<file path="config.mk">
export PLATFORM = sky130hd
export DESIGN_NAME = fwd_hazard_ctrl
export DESIGN_NICKNAME = d
export VERILOG_FILES = /design/src/rtl/fwd_hazard_ctrl.sv
export SDC_FILE = /design/constraint.sdc
export NUM_CORES = 1
export LEC_CHECK = 0
export ABC_AREA = 1
export CORE_UTILIZATION = 49
export DETAILED_ROUTE_END_ITERATION = 16
export HOLD_SLACK_MARGIN = 0.12
export PLACE_DENSITY = 0.86
export SYNTH_ARGS = -nofsm -noshare
export SYNTH_HDL_FRONTEND = slang
export SYNTH_SLANG_ARGS = --single-unit
</file>
<file path="constraint.sdc">
create_clock -name Clk -period 2.1 [get_ports Clk]
set_input_delay 0.63 -clock Clk [delete_from_list [all_inputs] [get_ports Clk]]
set_output_delay 0.63 -clock Clk [all_outputs]
set_load 0.02 [all_outputs]
</file>
<file path="src/rtl/fwd_hazard_ctrl.sv">
// -----------------------------------------------------------------------------
// fwd_hazard_ctrl
//
// Forwarding and load-use hazard controller for the pipelined SAD datapath.
// Lives in ID and drives the EX-stage 3-to-1 operand mux selects, registered
// at the ID/EX boundary. A private shadow pipeline records the destination
// register, register-write and load flags of the instructions now in EX and
// MEM, so the controller needs no feedback from the datapath itself.
//
// A load followed immediately by a consumer of its destination raises Stall
// for exactly one cycle. During that cycle a bubble enters EX. The held
// consumer then picks the load result up from MEM/WB.
//
// Optional build macro:
//   FWD_STALL_CNT_EN - adds the StallCnt output, a saturating 16-bit count of
//                      stall cycles since reset. When the macro is undefined
//                      the port and its counter are not generated.
// -----------------------------------------------------------------------------
module fwd_hazard_ctrl #(
    parameter int REG_W = 5
) (
    input  logic             Clk,
    input  logic             Rst,         // asynchronous, active-low
    input  logic             IdValid,
    input  logic [REG_W-1:0] IdRs,
    input  logic [REG_W-1:0] IdRt,
    input  logic [REG_W-1:0] IdDst,
    input  logic             IdRegWrite,
    input  logic             IdMemRead,
    input  logic             Flush,
    output logic [2:0]       SelA,
    output logic [2:0]       SelB,
    output logic             Stall
`ifdef FWD_STALL_CNT_EN
    ,
    output logic [15:0]      StallCnt
`endif
);

    // Operand mux select encoding as wired in the EX stage.
    typedef enum logic [2:0] {
        SEL_RF    = 3'd0,  // register-file value (inB)
        SEL_EXMEM = 3'd1,  // EX/MEM ALU result (inA)
        SEL_MEMWB = 3'd2   // MEM/WB write-back data (inC)
    } sel_e;

    // RUN: normal issue. STALL: the one bubble cycle after a load-use hit.
    typedef enum logic {
        ST_RUN   = 1'b0,
        ST_STALL = 1'b1
    } state_e;

    // Register $0 is hard-wired to zero, so it is never a forwarding source.
    localparam logic [REG_W-1:0] REG_ZERO = '0;

    state_e           state_q, state_d;

    // Shadow of the instruction in EX.
    logic [REG_W-1:0] ex_dst_q, ex_dst_d;
    logic             ex_rw_q,  ex_rw_d;
    logic             ex_mr_q,  ex_mr_d;

    // Shadow of the instruction in MEM. Whether it was a load no longer
    // matters there, because its data is already available for forwarding.
    logic [REG_W-1:0] mem_dst_q, mem_dst_d;
    logic             mem_rw_q,  mem_rw_d;

    sel_e             sel_a_q, sel_a_d;
    sel_e             sel_b_q, sel_b_d;

    logic             stall;
    logic             id_bubble;

    // Picks the youngest in-flight producer of src. EX beats MEM because the
    // EX instruction is the more recent writer of the same register.
    function automatic sel_e fwd_sel(
        input logic             ex_rw,
        input logic [REG_W-1:0] ex_dst,
        input logic             mem_rw,
        input logic [REG_W-1:0] mem_dst,
        input logic [REG_W-1:0] src
    );
        sel_e sel;
        sel = SEL_RF;
        if (ex_rw && (ex_dst != REG_ZERO) && (ex_dst == src)) begin
            sel = SEL_EXMEM;
        end else if (mem_rw && (mem_dst != REG_ZERO) && (mem_dst == src)) begin
            sel = SEL_MEMWB;
        end
        return sel;
    endfunction

    // Hazard detection, shadow-pipe next state, select computation and FSM.
    always_comb begin
        // NOTE: every signal gets a default before any branch, so no path
        //       through this block leaves a value unassigned and no latch is
        //       inferred.
        state_d   = state_q;
        stall     = 1'b0;
        id_bubble = 1'b0;
        ex_dst_d  = '0;
        ex_rw_d   = 1'b0;
        ex_mr_d   = 1'b0;
        mem_dst_d = ex_dst_q;
        mem_rw_d  = ex_rw_q;
        sel_a_d   = SEL_RF;
        sel_b_d   = SEL_RF;

        // Load in EX feeding the ID instruction: the data only exists after
        // MEM, so the consumer must wait one cycle. A flushed instruction
        // never stalls. In STALL, EX always holds the inserted bubble.
        if ((state_q == ST_RUN) && IdValid && !Flush && ex_mr_q &&
            (ex_dst_q != REG_ZERO) &&
            ((ex_dst_q == IdRs) || (ex_dst_q == IdRt))) begin
            stall = 1'b1;
        end

        // Anything that does not really issue enters EX as an all-zero bubble
        // and uses no forwarding.
        id_bubble = !IdValid || Flush || stall;

        if (!id_bubble) begin
            ex_dst_d = IdDst;
            ex_rw_d  = IdRegWrite;
            ex_mr_d  = IdMemRead;
            sel_a_d  = fwd_sel(ex_rw_q, ex_dst_q, mem_rw_q, mem_dst_q, IdRs);
            sel_b_d  = fwd_sel(ex_rw_q, ex_dst_q, mem_rw_q, mem_dst_q, IdRt);
        end

        unique case (state_q)
            ST_RUN:   if (stall) state_d = ST_STALL;
            ST_STALL: state_d = ST_RUN;
            default:  state_d = ST_RUN;
        endcase
    end

    // Pipeline registers: shadow stages, registered selects and FSM state.
    always_ff @(posedge Clk or negedge Rst) begin
        if (!Rst) begin
            state_q   <= ST_RUN;
            ex_dst_q  <= '0;
            ex_rw_q   <= 1'b0;
            ex_mr_q   <= 1'b0;
            mem_dst_q <= '0;
            mem_rw_q  <= 1'b0;
            sel_a_q   <= SEL_RF;
            sel_b_q   <= SEL_RF;
        end else begin
            // NOTE: non-blocking assignments make every register sample the
            //       pre-edge values, so mem_* takes the old ex_* contents and
            //       not the ones loaded on this same edge.
            state_q   <= state_d;
            ex_dst_q  <= ex_dst_d;
            ex_rw_q   <= ex_rw_d;
            ex_mr_q   <= ex_mr_d;
            mem_dst_q <= mem_dst_d;
            mem_rw_q  <= mem_rw_d;
            sel_a_q   <= sel_a_d;
            sel_b_q   <= sel_b_d;
        end
    end

`ifdef FWD_STALL_CNT_EN
    logic [15:0] stall_cnt_q;

    // Saturating count of stall cycles since reset.
    always_ff @(posedge Clk or negedge Rst) begin
        if (!Rst) begin
            stall_cnt_q <= '0;
        end else if (stall && (stall_cnt_q != 16'hFFFF)) begin
            stall_cnt_q <= stall_cnt_q + 16'd1;
        end
    end

    assign StallCnt = stall_cnt_q;
`endif

    assign SelA  = sel_a_q;
    assign SelB  = sel_b_q;
    assign Stall = stall;

endmodule
</file>
==> results.txt <==
RSZ-0062 raised after global routing -> true
Top cells by area, synth -> dfrtp_1 (48%), nand2_1 (12%), xnor2_1 (11%)
CP Data Required Time -> 1.47 ns
Met2 WL -> 1688 um
First-pass GRT wire length -> 4057 um
RePlAce Congestion -> 0.8222
Yosys top cell area share -> 0.4787
WL final -> 3206 um
Startpoint Class -> input port
DR vias/cell -> 5.107
Crit path kind -> in2out
Synthesized flop and latch total -> 18
Routed wl met3 -> 227 um
Root buffer cell -> clkbuf_4
Core box area -> 1764 um2
Register share of total power -> 0.503
Drt drc -> 0
R2R Path End -> SelA[1]
Initial Util -> 0.5333
Design area -> 1495 um2
Wl on met1 -> 1130 um
Dominant cell type by area after synthesis -> dfrtp_1
Dpl cell area -> 1313 um2
Max Fclk -> 468.1 MHz
Share of cells above drive strength 1 -> 0.3722
Reg-to-Reg Start -> ex_dst_q[2]
Filler cells -> 112
Num CTS Buffers -> 3
Hold Crit Class -> reg2reg
CTS Sinks -> 18
Reg2reg path depth -> 13
Hold depth -> 0
Commonest non-fill, non-tap cells in the layout -> buf_4 (32), nand2_1 (25), inv_1 (21), dfrtp_1 (16), nor2_1 (13)
Seq/Total Area, Yosys -> 0.4787
Gate power share -> 0.264
Max-slew violations -> 0
Max FO, Critical Path -> 3
Setup violators final -> 1
Chip width -> 45.82 um
Hold Path Origin -> ex_rw_q
Max-cap viol count -> 0
IO Port Bufs -> 25
Sw Ratio -> 0.2834
Global route overflow -> 0
Worst skew pair latency -> 0.29 ns
Tot GR Track Use -> 0.2844
Vias -> 1,047
Top-Level Pins -> 28
Final worst-path cycle share -> 1.017
Power Density -> 490.6 nW/um2
Die height -> 45.82 um
Starting DRT DRC Count -> 28
CTS tree -> yes
Commonest non-fill, non-tap cell in the layout -> buf_4
Htree depth -> 1
Routed length per instance -> 15.64 um
Pleak -> 0.8143 nW
Worst hold path endpoint -> mem_rw_q
Number of global-route vias before repair -> 939
Clock Tree Buf Depth -> 2
Area delta synth->final -> 58.91%
Fin worst setup slack -> -0.03618 ns
Placed cell count -> 184
Final clock skew -> 0.01039 ns
Net Sw Power -> 0.2079 mW
N_diodes -> 0
Final HPWL DP -> 1684 um
Int Pwr -> 0.5257 mW
Initial antenna violation count -> 0
Peak VDD IR -> 0.4498 mV
Std-Cell Rows -> 15
Final Non-Filler Cells -> 205
R2R setup slack -> 0.17 ns
Hold Vio Cnt, Final -> 0
Failing checks -> negative setup slack
Top Layer Used -> met4
Mapped Area -> 940.9 um2
Post-synthesis cell type count -> 13
Synth warn -> 0
Critical path data arrival time -> 1.51 ns
Status -> complete, but fails checks
CP startpoint -> IdRs[3]
Largest net degree at the start of global routing -> 19
CTS Hold Bufs -> 0
Tmin final -> 2.136 ns
Mapped Cells -> 121
Detail Route Antenna Nets -> 0
Nets -> 203
Worst-path clk slew -> 0.11 ns
Avg Cell Area, Syn -> 7.776 um2
Clock share of power -> 0.234
Crit. End Element -> output pin
Die ar. -> 2099 um2
Drt pass-1 iters -> 4
==> critical path: stages <==
cell and delay (ns):
buf_2 0.12, inv_1 0.05, nand2_1 0.08, nand2_2 0.09, nor2_4 0.15, nand3_1 0.08
nand2_1 0.09, nand2_2 0.06, inv_2 0.05, buf_6 0.10
==> synth_stat cells <==
| cell | instances |
|---|---|
| inv_1 | 25 |
| buf_6 | 1 |
| nand3_1 | 4 |
| dfrtp_1 | 18 |
| xnor2_1 | 12 |
| nand2_1 | 29 |
| conb_1 | 1 |
| buf_4 | 2 |
| nor3_1 | 1 |
| nand4_1 | 6 |
| nor2_1 | 19 |
| nor2_2 | 1 |
| nand2_2 | 2 |
==> stage by stage <==
stage	setup WS, ns	hold slack, ns	total power [mW]	util	setup TNS, ns
finish	-0.03618	0.4380	0.7336	0.8475	-0.03618
global route	-0.07412	0.4459	0.7648	0.8475	-0.07412
CTS	0.007494	0.4197	0.6887	0.8078	0
detailed placement	-0.8889	0.3912	0.5115	0.7440	-0.9537
global placement	-0.8374	0.3663	0.5045	0.7440	-0.8374
floorplan	0.2597	0.3344	0.4320	-	0
==> repair_timing <==
item                                    CTS  global route
pin swaps                                18            10
gates resized for setup                  50            17
endpoints found under the setup margin    1             1
setup buffers                            14             4
==> state kept, by name (all words and copies together) (netlist names) <==
signal	cells
state_q	1
SelB	2
mem_dst_q	5
ex_rw_q	1
ex_mr_q	1
SelA	2
ex_dst_q	5
mem_rw_q	1
==> cells by family after synthesis <==
family | count (synthesis) | share of synthesized area
buf+inv | 28 | 0.1277
flops | 18 | 0.4787
other cells | 1 | 0.003986
xor+xnor | 12 | 0.1117
simple gates | 62 | 0.2779
==> power groups by stage <==
stage | registers, mW | clock network (mW) | logic [mW]
after floorplan | 0.370 | 0 | 0.0617
after global routing | 0.369 | 0.191 | 0.205
final | 0.369 | 0.172 | 0.193
after CTS | 0.366 | 0.161 | 0.161
after global placement | 0.372 | 0 | 0.133
after detailed placement | 0.373 | 0 | 0.139
==> layout make-up <==
type / count / area, um2 / share of cell area
timing repair buffer: 58 / 460.4 / 0.3080
sequential: 18 / 452.9 / 0.3029
multi-input combinational: 76 / 434.2 / 0.2904
inverter: 25 / 93.84 / 0.06276
tap: 25 / 31.28 / 0.02092
clock buffer: 3 / 22.52 / 0.01506
==> worst max-delay path by stage <==
stage                     endpoint  slack (ns)
after global placement       Stall       -0.84
after detailed placement     Stall       -0.89
after global routing         Stall       -0.07
after floorplan              Stall        0.26
final                        Stall       -0.04
after CTS                    Stall       0.007
==> metal layers <==
metal  global-route usage  up-vias
li1                     -      471
met4               0.2176        0
met2               0.4914       67
met1               0.3158      493
met3              0.03175       16
met5                    0        -
No activity file was read; power rests on OpenSTA's default activity.
